<file path="config.mk">
export PLATFORM = sky130hd
export DESIGN_NAME = urng_pair_sched
export DESIGN_NICKNAME = d
export VERILOG_FILES = /design/src/rtl/urng_pair_sched.sv
export SDC_FILE = /design/constraint.sdc
export NUM_CORES = 1
export LEC_CHECK = 0
export BUFFER_PORTS_ARGS = -buffer_cell sky130_fd_sc_hd__buf_2
export CORE_MARGIN = 1.5
export CORE_UTILIZATION = 50
export CTS_BUF_LIST = sky130_fd_sc_hd__clkbuf_16
export DETAILED_ROUTE_END_ITERATION = 8
export PLACE_DENSITY = 0.93
export SLEW_MARGIN = 25
export SYNTH_ARGS = -nofsm -noshare
export SYNTH_HDL_FRONTEND = slang
export SYNTH_SLANG_ARGS = --single-unit
</file>
<file path="constraint.sdc">
create_clock -name clk -period 2.4 [get_ports clk]
set_input_delay 0.36 -clock clk [delete_from_list [all_inputs] [get_ports clk]]
set_output_delay 0.36 -clock clk [all_outputs]
set_load 0.05 [all_outputs]
</file>
<file path="src/rtl/urng_pair_sched.sv">
// urng_pair_sched: seeds the Tausworthe URNG, skips warm-up, packs (u0,u1) pairs
// and hands them round-robin to NREQ Box-Muller consumers.
// Optional URNG_SCHED_STATS_EN adds pairs_issued / samples_dropped counters.
module urng_pair_sched #(
    parameter int          NREQ   = 2,
    parameter int          WARMUP = 16,
    parameter logic [31:0] DEF_S1 = 32'h0000_1234,
    parameter logic [31:0] DEF_S2 = 32'h0000_5678,
    parameter logic [31:0] DEF_S3 = 32'h0009_ABCD
) (
    input  logic            clk,
    input  logic            reset,
    input  logic            start,
    input  logic [31:0]     seed1,
    input  logic [31:0]     seed2,
    input  logic [31:0]     seed3,
    output logic            urng_reset,
    output logic [31:0]     urng_s1,
    output logic [31:0]     urng_s2,
    output logic [31:0]     urng_s3,
    input  logic [31:0]     urng_out,
    input  logic [NREQ-1:0] req,
    output logic [NREQ-1:0] gnt,
    output logic [31:0]     u0,
    output logic [31:0]     u1,
    output logic            pair_valid,
    output logic            running,
`ifdef URNG_SCHED_STATS_EN
    output logic [31:0]     pairs_issued,
    output logic [31:0]     samples_dropped,
`endif
    output logic [2:0]      seed_err
);

    localparam int RRW = (NREQ > 1) ? $clog2(NREQ) : 1;

    typedef enum logic [2:0] {
        IDLE,
        SEED,
        WARM,
        FILL0,
        FILL1,
        FULL
    } state_t;

    state_t         state;
    state_t         state_nxt;
    logic [7:0]     cnt;
    logic [RRW-1:0] rr;
    logic [RRW-1:0] rr_nxt;
    logic [RRW-1:0] idx;
    logic           found;
    logic           gnt_ok;
    logic           ok1;
    logic           ok2;
    logic           ok3;

    assign ok1 = seed1 > 32'd1;
    assign ok2 = seed2 > 32'd7;
    assign ok3 = seed3 > 32'd15;

    // URNG is held in seed-load while idle and while seeding
    assign urng_reset = (state == IDLE) || (state == SEED);

    // a pair may only be handed out from FULL, never on an abort cycle
    assign gnt_ok = (state == FULL) && !start && !reset;

    // state register plus a phase counter restarted on every state change
    always_ff @(posedge clk) begin
        if (reset) begin
            state <= IDLE;
            cnt   <= '0;
        end else begin
            state <= state_nxt;
            if (start || (state_nxt != state))
                cnt <= '0;
            else
                cnt <= cnt + 8'd1;
        end
    end

    // next-state decode; start aborts from anywhere into a fresh seed
    always_comb begin
        state_nxt = state;
        unique case (state)
            IDLE:    state_nxt = IDLE;
            SEED:    if (cnt == 8'd1) state_nxt = WARM;
            WARM:    if (cnt == 8'(WARMUP)) state_nxt = FILL0;
            FILL0:   state_nxt = FILL1;
            FILL1:   state_nxt = FULL;
            FULL:    if (found) state_nxt = FILL0;
            default: state_nxt = IDLE;
        endcase
        if (start)
            state_nxt = SEED;
    end

    // round-robin grant, search begins at rr
    always_comb begin
        gnt    = '0;
        rr_nxt = rr;
        found  = 1'b0;
        idx    = '0;
        for (int i = 0; i < NREQ; i++) begin
            idx = RRW'((int'(rr) + i) % NREQ);
            if (gnt_ok && !found && req[idx]) begin
                gnt[idx] = 1'b1;
                rr_nxt   = RRW'((int'(idx) + 1) % NREQ);
                found    = 1'b1;
            end
        end
    end

    // seed capture with default substitution for weak seeds
    always_ff @(posedge clk) begin
        if (reset) begin
            urng_s1  <= DEF_S1;
            urng_s2  <= DEF_S2;
            urng_s3  <= DEF_S3;
            seed_err <= '0;
        end else if (start) begin
            urng_s1  <= ok1 ? seed1 : DEF_S1;
            urng_s2  <= ok2 ? seed2 : DEF_S2;
            urng_s3  <= ok3 ? seed3 : DEF_S3;
            seed_err <= {~ok3, ~ok2, ~ok1};
        end
    end

    // pair packing, pair ownership and arbitration pointer
    always_ff @(posedge clk) begin
        if (reset) begin
            u0         <= '0;
            u1         <= '0;
            pair_valid <= 1'b0;
            running    <= 1'b0;
            rr         <= '0;
        end else if (start) begin
            pair_valid <= 1'b0;
            running    <= 1'b0;
        end else begin
            if ((state == WARM) && (state_nxt == FILL0))
                running <= 1'b1;
            if (state == FILL0)
                u0 <= urng_out;
            if (state == FILL1) begin
                u1         <= urng_out;
                pair_valid <= 1'b1;
            end
            if (found) begin
                pair_valid <= 1'b0;
                rr         <= rr_nxt;
            end
        end
    end

`ifdef URNG_SCHED_STATS_EN
    // grant and drop statistics, cleared on reset and reseed
    always_ff @(posedge clk) begin
        if (reset || start) begin
            pairs_issued    <= '0;
            samples_dropped <= '0;
        end else if (found) begin
            pairs_issued <= pairs_issued + 32'd1;
        end else if ((state == FULL) &&
                     (samples_dropped != 32'hFFFF_FFFF)) begin
            samples_dropped <= samples_dropped + 32'd1;
        end
    end
`endif

endmodule

</file>
==> results of run 1 <==
worst min path at each step:
stage               from          end  slack, ns  cells after the start
3_5_place_dp     running      running       0.44                      2
4_1_cts        seed1[12]  urng_s1[12]       0.17                      2
3_3_place_gp     running      running       0.43                      2
6_report       seed1[12]  urng_s1[12]       0.18                      2
5_1_grt         seed3[1]   urng_s3[1]       0.18                      2
2_1_floorplan         rr           rr       0.46                      1
layout make-up:
cell class,instances,area share [%]
clock buffer,17,4.83
clock inverter,14,1.42
inverter,7,0.298
multi-input combinational,507,32.5
sequential,177,40.2
tap,172,2.44
timing repair buffer,310,18.2
layout by cell type (no fill, tap or decap), types with 3 or more instances in the layout:
master / instances
nor4_1: 21
ha_1: 3
o31a_1: 13
inv_1: 9
buf_2: 298
clkbuf_16: 17
nor3b_1: 5
nor3_1: 25
clkinv_1: 4
o32ai_1: 6
nand2_1: 138
nand3_1: 3
nand4_1: 6
xnor2_1: 4
o21ai_0: 4
dfxtp_1: 177
nand2b_1: 8
a21oi_1: 78
nor2_1: 88
mux2i_1: 66
buf_4: 10
and3_1: 3
nor2b_1: 3
or3_1: 14
synth_stat cells (2+ instances only):
library cell	n
nor2b_1	3
o32ai_1	6
dfxtp_1	177
and3_1	3
clkbuf_1	24
nand3_1	3
xnor2_1	4
or3_1	14
mux2i_1	66
nand2b_1	8
nor2_1	88
buf_2	21
a21oi_1	78
nor4_1	21
xor2_1	2
nor3_1	25
nand2_1	138
o211ai_1	2
nand4_1	6
o31a_1	13
o21ai_0	4
nor3b_1	5
buf_4	6
ha_1	3
inv_1	7
critical path, stage by stage, from the launching register on:
cell and delay, ns:
dfxtp_1 0.45, nor2b_4 0.23, and3_1 0.18, and3_1 0.15, buf_2 0.26
metrics by stage:
stage	setup slack [ns]	cell area (um^2)	power, mW	std cells
after global routing	0.262	8810	6.78	1204
after detailed placement	0.520	8260	4.02	1173
after global placement	0.543	8260	4.01	1173
after CTS	0.333	8810	6.60	1204
final	0.352	8810	6.55	1204
after floorplan	0.742	6660	3.73	742
power breakdown:
group	leakage [nW]	internal (mW)	switching, mW
registers	1.45	3.04	0.0560
logic	2.30	0.255	0.613
clock network	0.271	1.50	1.09
total	4.02	4.80	1.76
metal layers:
layer / GRT usage, % / up-vias / routed length (um)
met4: 12.4 / 2 / 701
met2: 43.9 / 323 / 8900
li1: - / 3083 / -
met1: 29.2 / 2991 / 7050
met3: 6.61 / 52 / 1510
met5: 0 / - / 20
kinds of logic (layout without fill, tap and decap cells):
kind of cell | Yosys count | count (layout)
AND/OR/NAND/NOR | 321 | 321
flip-flops | 177 | 177
AO/OA/AOI/OAI | 111 | 111
multiplexers | 66 | 66
buffers and inverters | 58 | 348
XOR/XNOR | 6 | 6
adder cells (fa/ha/maj) | 3 | 3
registers in the layout (all words and copies together), names as in the netlist:
| name | flops |
|---|---|
| seed_err | 3 |
| rr | 1 |
| state | 3 |
| u1 | 32 |
| pair_valid | 1 |
| running | 1 |
| u0 | 32 |
| urng_s1 | 32 |
| cnt | 8 |
| urng_s2 | 32 |
| urng_s3 | 32 |
==> metrics.md, run 1 <==
| Metric | Value |
|---|---|
| Status | completed |
| Vias in the first global route | 6038 |
| Skew-Pair Late Insertion Delay | 0.41 ns |
| Net Count, Synth | 878 |
| Ratio of final minimum period to clock period | 85.3% |
| Nets@finish | 1156 |
| Slew Viols, Final | 0 |
| Compound-Gate Fraction of Synth Area | 9.91% |
| Synth async-reset ratio | 0% |
| CP startpoint kind | flop |
| Clk sinks | 177 |
| YS warnings | 0 |
| Row count | 41 |
| # diodes | 0 |
| Multi-input logic area | 2870 um^2 |
| Post-synth EDFFs | 0 |
| Syn_area_per_cell | 8.98 um^2 |
| Fillers | 952 |
| CTS Root Cell | clkbuf_16 |
| Critical Path End Type | output port |
| Core Util, Final | 68.7% |
| Avg Vias per Cell | 5.36 |
| Leak Pwr | 4.02 nW |
| Clk_skew | 0.00652 ns |
| Reg-to-reg setup timing slack | 0.69 ns |
| Achievable Freq | 488 MHz |
| Cts bufs inserted | 17 |
| Hold_ws | 0.183 ns |
| CP Launch Point | state[2] |
| Max transition margin | 56.3% |
| Pwr per Cell Area | 744 nW/um^2 |
| Post-CTS setup buffers | 0 |
| Fin crit period | 2.05 ns |
| Area of the core | 12800 um^2 |
| Sum Neg Setup Slack | 0 ns |
| Synthesized area | 6660 um^2 |
| Cell taking the most area after synthesis | dfxtp_1 |
| Final Hold Fails | 0 |
| Sequential area share after synthesis | 53.2% |
| CTS tree | built |
| Dpl hpwl | 13200 um |
| Gpl congestion | 0.873 |
| GRT Total Usage | 25.4% |
| Final setup fails | 0 |
| Simple-Gate Fraction of Synth Area | 21.6% |
| DIE WIDTH | 118 um |
| DIE AREA | 14000 um^2 |
| Main synth FF type | dfxtp_1 |
| Slew @ Worst Pin | 0.653 ns |
| First-pass GRT wire length | 28900 um |
| # resized after CTS | 0 |
| Share of layout cells above drive strength 1 | 33.0% |
| WS Path Type | flop to output port |
| Post-route ant nets | 0 |
| RSZ-0062 raised after global routing | no |
| RR Startpoint | state[1] |
| Post-Synthesis Cells | 742 |
| Grt total ovfl | 0 |
| # H-tree levels | 4 |
| Mux cell area share after synthesis | 9.91% |
| Main combinational cell family by area after synthesis | simple AND/OR/NAND/NOR gates |
| FF-to-FF End | cnt[1] |
| Synth cell types | 40 |
| WL final | 18200 um |
| Max-cap violation count | 0 |
| Sequential cell area | 3540 um^2 |
| Top-area cell type share of the netlist area | 53.2% |
| R2R depth | 4 |
| Largest net degree at the start of global routing | 102 |
| Routed via count | 6451 |
| Synth area leaders | dfxtp_1 (53%), mux2i_1 (9.9%), nand2_1 (7.8%), a21oi_1 (5.9%), nor2_1 (5.0%) |
| IO Count | 301 |
| Post-Synth Adder-Cell Area | 0.563% |
| First drt pass iteration count | 5 |
| Hold WC Path Type | input port to flop |
| Initial antenna violation count | 1 |
| Crit Path Max Fanout | 7 |
| Critical Path AT | 1.69 ns |
| IO buf count | 300 |
| Clock Path Buffers | 2 |
| Die Y-Extent | 118 um |
| Starting density of the core | 52.0% |
| Clk slew on worst S/H paths | 0.06 ns |
| Worst Path Required | 2.04 ns |
| Worst Setup EP | gnt[0] |
| Area grow syn2layout | 32.2% |
| DRC violations left | 0 |
| Post-synthesis xor/xnor area fraction | 0.789% |
| Routed wire per std cell | 15.1 um |
| DRT iter0 DRCs | 501 |
| Worst vdd ir | 0.526 mV |
| CTS Hold Bufs | 0 |
| #FFs+latches synth | 177 |
Note: power is estimated with default switching activity, not from simulation.
==> run 2: changes to the inputs <==
--- a/config.mk
+++ b/config.mk
@@ -11,6 +11,7 @@
 export CTS_BUF_LIST = sky130_fd_sc_hd__clkbuf_16
 export DETAILED_ROUTE_END_ITERATION = 8
 export PLACE_DENSITY = 0.93
+export REMOVE_ABC_BUFFERS = 1
 export SLEW_MARGIN = 25
 export SYNTH_ARGS = -nofsm -noshare
 export SYNTH_HDL_FRONTEND = slang
==> run 2 against run 1 <==
Setup slack gained 0.0096 ns. Sequential power is essentially flat. Combinational power is 2.4% higher. Global-route usage is 2.5 points higher. Sequential cell count is the same. Maximum frequency increased by 0.47%. Non-clock buffer count is 4 higher. Final cell count is 0.58% higher. Via count grew 0.73%. Hold slack better by 0.0026 ns. Critical endpoint is now gnt[1]. Largest cell class unchanged. Highest routed layer unchanged.
==> metrics.md, run 2 (same netlist as run 1, synthesis figures left out) <==
| Metric | Value |
|---|---|
| Final Hold Fails | 0 |
| Critical Path End Type | output port |
| CTS Root Cell | clkbuf_16 |
| Vias in the first global route | 6193 |
| CTS tree | built |
| WS Path Type | flop to output port |
| Avg Vias per Cell | 5.37 |
| Design Power | 6.80 mW |
| Crit Path Max Fanout | 7 |
| Nets@finish | 1160 |
| Achievable Freq | 490 MHz |
| RSZ-0062 raised after global routing | no |
| Sum Neg Setup Slack | 0 ns |
| Leak Pwr | 4.06 nW |
| Crit-path leading delay family | simple AND/OR/NAND/NOR gates |
| Fin crit period | 2.04 ns |
| Worst Path Required | 2.04 ns |
| Die Y-Extent | 118 um |
| WL final | 20400 um |
| Row count | 41 |
| Max incr delay on CP | 0.44 ns |
| Slew Viols, Final | 0 |
| DIE WIDTH | 118 um |
| Clk slew on worst S/H paths | 0.07 ns |
| Dpl hpwl | 14400 um |
| Clk sinks | 177 |
| CP startpoint kind | flop |
| Largest net degree at the start of global routing | 105 |
| Dpl cells | 1177 |
| Hold WC Path Type | input port to flop |
| Clock Path Buffers | 2 |
| Commonest non-fill, non-tap cell in the layout | buf_2 |
| Routed wire per std cell | 16.8 um |
| Critical Path AT | 1.68 ns |
| Fillers | 984 |
| Worst path slowest cell | dfxtp_1 |
| DRT iter0 DRCs | 480 |
| Area grow syn2layout | 34.0% |
| Share of layout cells above drive strength 1 | 33.8% |
| Area of the core | 12800 um^2 |
| Critical path buffers and inverters | 1 |
| Starting density of the core | 52.0% |
| Sequential cell area | 3540 um^2 |
| Initial antenna violation count | 4 |
| Post-CTS setup buffers | 0 |
| Hold path depth | 3 |
| CP dominant cell by count | and3_1 |
| CTS Hold Bufs | 0 |
| Grt total ovfl | 0 |
| Final setup fails | 0 |
| Slew @ Worst Pin | 0.631 ns |
| Cts bufs inserted | 17 |
| IO Count | 301 |
| Most frequent cells in the layout | buf_2 (298), dfxtp_1 (177), nand2_1 (138), nor2_1 (88), a21oi_1 (78) |
| Critical path depth in cells | 4 |
| Final instance count without filler cells | 1211 |
| Multi-input logic area | 2870 um^2 |
| Worst vdd ir | 0.733 mV |
| DRC violations left | 0 |
| DIE AREA | 14000 um^2 |
| Gpl congestion | 0.799 |
| Max transition margin | 57.8% |
| Critical path, cell by cell | nor2b_4, and3_1, and3_1, buf_2 |
| First drt pass iteration count | 6 |
| Status | completed |
| Ratio of final minimum period to clock period | 85.0% |
| Max-cap violation count | 0 |
| Post-route ant nets | 0 |
| First-pass GRT wire length | 31000 um |
| GRT Total Usage | 28.0% |
| Skew-Pair Late Insertion Delay | 0.42 ns |
| # H-tree levels | 4 |
| Pwr per Cell Area | 761 nW/um^2 |
| R2R depth | 5 |
| # resized after CTS | 0 |
| Hold_ws | 0.186 ns |
| IO buf count | 300 |
| Clk_skew | 0.00705 ns |
| Routed via count | 6498 |
-- run 2: path summary, 6_finish.rpt --
check	from	to	slack (ns)
hold / removal	urng_out[16]	u1[16]	0.19
hold reg to reg	u1[31]	u1[31]	0.45
setup reg to reg	state[0]	u0[18]	0.68
setup / recovery	state[2]	gnt[1]	0.36
-- run 2: per-stage QoR --
| step | worst slack [ns] | area, um^2 | utilization (%) |
|---|---|---|---|
| floorplan | 0.508 | 6420 | - |
| global placement | 0.615 | 8310 | 64.8 |
| detailed placement | 0.543 | 8310 | 64.8 |
| CTS | 0.344 | 8920 | 69.6 |
| global route | 0.262 | 8930 | 69.6 |
| finish | 0.361 | 8930 | 69.6 |
-- run 2: where the power goes --
group	leakage, nW	internal [mW]	switching [mW]	total (mW)
Sequential	1.45	3.04	0.0547	3.09
Combinational	2.33	0.261	0.627	0.889
Clock	0.285	1.65	1.16	2.81
Total	4.06	4.95	1.85	6.80
-- run 2: area by class of cell --
type | instances | area share [%]
Clock buffer | 17 | 4.77
Multi-Input combinational cell | 507 | 32.1
Inverter | 7 | 0.294
Clock inverter | 15 | 2.06
Antenna cell | 2 | 0.0561
Sequential cell | 177 | 39.7
Tap cell | 172 | 2.41
Timing Repair Buffer | 314 | 18.6
-- run 2: per-layer routing --
metal | wire, um | track usage (%)
met3 | 1650 | 9.22
met4 | 620 | 12.3
met5 | 25 | 0
met2 | 10600 | 51.1
met1 | 7470 | 29.0
-- run 2: worst reg2reg max path, cell delays in order, from the launching register on --
cell	delay (ns)
dfxtp_1	0.56
nand2b_1	0.20
nor3b_4	0.20
buf_4	0.36
nand2_1	0.16
a21oi_1	0.17
==> run 3: changes to the inputs <==
--- a/config.mk
+++ b/config.mk
@@ -7,10 +7,10 @@
 export LEC_CHECK = 0
 export BUFFER_PORTS_ARGS = -buffer_cell sky130_fd_sc_hd__buf_2
 export CORE_MARGIN = 1.5
-export CORE_UTILIZATION = 50
+export CORE_UTILIZATION = 47
 export CTS_BUF_LIST = sky130_fd_sc_hd__clkbuf_16
 export DETAILED_ROUTE_END_ITERATION = 8
-export PLACE_DENSITY = 0.93
+export PLACE_DENSITY = 0.89
 export REMOVE_ABC_BUFFERS = 1
 export SLEW_MARGIN = 25
 export SYNTH_ARGS = -nofsm -noshare
==> constraint.sdc (replaced) <==
create_clock -name clk -period 2.1 [get_ports clk]
set_input_delay 0.315 -clock clk [delete_from_list [all_inputs] [get_ports clk]]
set_output_delay 0.315 -clock clk [all_outputs]
set_load 0.05 [all_outputs]
==> run 3 against run 2 <==
Global-route usage decreased by 4.0 points. Critical path depth unchanged. Routed wire length down 10%. Power up 13%. Critical path type unchanged. Largest cell class unchanged. Largest power group unchanged.
==> metrics.md, run 3 (same netlist as run 1, synthesis figures left out) <==
| Metric | Value |
|---|---|
| Status | completed |
| Routed wire per std cell | 15.1 um |
| IO buf count | 300 |
| Post-CTS setup buffers | 0 |
| Clk_skew | 0.00527 ns |
| Slew @ Worst Pin | 0.635 ns |
| Area grow syn2layout | 33.5% |
| DIE WIDTH | 122 um |
| Max incr delay on CP | 0.45 ns |
| CTS tree | built |
| Initial antenna violation count | 1 |
| Gpl congestion | 0.811 |
| Starting density of the core | 48.0% |
| Sequential cell area | 3540 um^2 |
| CTS Root Cell | clkbuf_16 |
| Worst path slowest cell | dfxtp_1 |
| Critical path, cell by cell | nor2b_4, and3_1, and3_1, buf_2 |
| GRT Total Usage | 24.0% |
| DIE AREA | 14900 um^2 |
| Row count | 43 |
| Share of layout cells above drive strength 1 | 33.7% |
| Final Hold Fails | 0 |
| DRC violations left | 0 |
| # H-tree levels | 4 |
| Cts bufs inserted | 17 |
| Clk sinks | 177 |
| Ratio of final minimum period to clock period | 93.8% |
| Critical path buffers and inverters | 1 |
| Area of the core | 13900 um^2 |
| Vias in the first global route | 5997 |
| CP startpoint kind | flop |
| Fillers | 1107 |
| CTS Hold Bufs | 0 |
| First-pass GRT wire length | 28400 um |
| Crit Path Max Fanout | 7 |
| Slew Viols, Final | 0 |
| Achievable Freq | 508 MHz |
| Avg Vias per Cell | 5.19 |
| WL final | 18300 um |
| Max transition margin | 57.5% |
| Grt total ovfl | 0 |
| Dpl hpwl | 13500 um |
| Fin crit period | 1.97 ns |
| Post-route ant nets | 0 |
| Multi-input logic area | 2870 um^2 |
| IO Count | 301 |
| Worst Path Required | 1.78 ns |
| Hold WC Path Type | input port to flop |
| RSZ-0062 raised after global routing | no |
| DRT iter0 DRCs | 302 |
| Max-cap violation count | 0 |
| Critical Path AT | 1.65 ns |
| CP dominant cell by count | and3_1 |
| WS Path Type | flop to output port |
| Largest net degree at the start of global routing | 107 |
| Sum Neg Setup Slack | 0 ns |
| Pwr per Cell Area | 866 nW/um^2 |
| Final setup fails | 0 |
| Critical Path End Type | output port |
| Die Y-Extent | 122 um |
| Worst vdd ir | 0.848 mV |
| Nets@finish | 1160 |
| Commonest non-fill, non-tap cell in the layout | buf_2 |
| Skew-Pair Late Insertion Delay | 0.41 ns |
| Hold_ws | 0.140 ns |
| First drt pass iteration count | 4 |
| Crit-path leading delay family | simple AND/OR/NAND/NOR gates |
| # resized after CTS | 0 |
| Clk slew on worst S/H paths | 0.06 ns |
| Clock Path Buffers | 2 |
| Most frequent cells in the layout | buf_2 (298), dfxtp_1 (177), nand2_1 (138), nor2_1 (88), a21oi_1 (78) |
| Reg-to-reg setup timing slack | 0.38 ns |
| Routed via count | 6308 |
| Leak Pwr | 4.06 nW |
==> run 3: power by group <==
part           switching [mW]  total, mW  leakage (nW)  internal [mW]
combinational           0.702      0.998          2.33          0.296
sequential             0.0639       3.54          1.45           3.47
clock                    1.30       3.17         0.288           1.87
==> run 3: final timing paths <==
kind / cells after the start / end / start
hold reg to reg: 2 / running / running
setup / recovery: 4 / gnt[1] / state[2]
hold / removal: 2 / urng_s3[1] / seed3[1]
setup reg to reg: 5 / cnt[7] / cnt[0]
==> run 3: routing by layer <==
metal | wire length (um) | track usage, % | vias to the layer above
met5 | 9 | 0 | -
met4 | 631 | 11.6 | 2
met3 | 1400 | 6.98 | 39
met2 | 8880 | 42.2 | 246
met1 | 7410 | 26.5 | 2920
li1 | - | - | 3101
==> run 3: final cells by class <==
type,instances,area share [%]
antenna,1,0.0281
clock buffer,17,4.78
clock inverter,13,1.80
inverter,7,0.295
multi-input combinational,507,32.2
sequential,177,39.8
tap,180,2.53
timing repair buffer,314,18.5
==> run 3: through the flow <==
stage | instance area (um^2) | cells | setup slack [ns] | power [mW] | util (%)
global placement | 8310 | 1185 | 0.351 | 4.59 | 59.9
finish | 8900 | 1216 | 0.130 | 7.71 | 64.1
CTS | 8900 | 1215 | 0.116 | 7.77 | 64.1
floorplan | 6420 | 691 | 0.208 | 4.17 | -
detailed placement | 8310 | 1185 | 0.335 | 4.61 | 59.9
global route | 8900 | 1215 | 0.0302 | 7.98 | 64.1
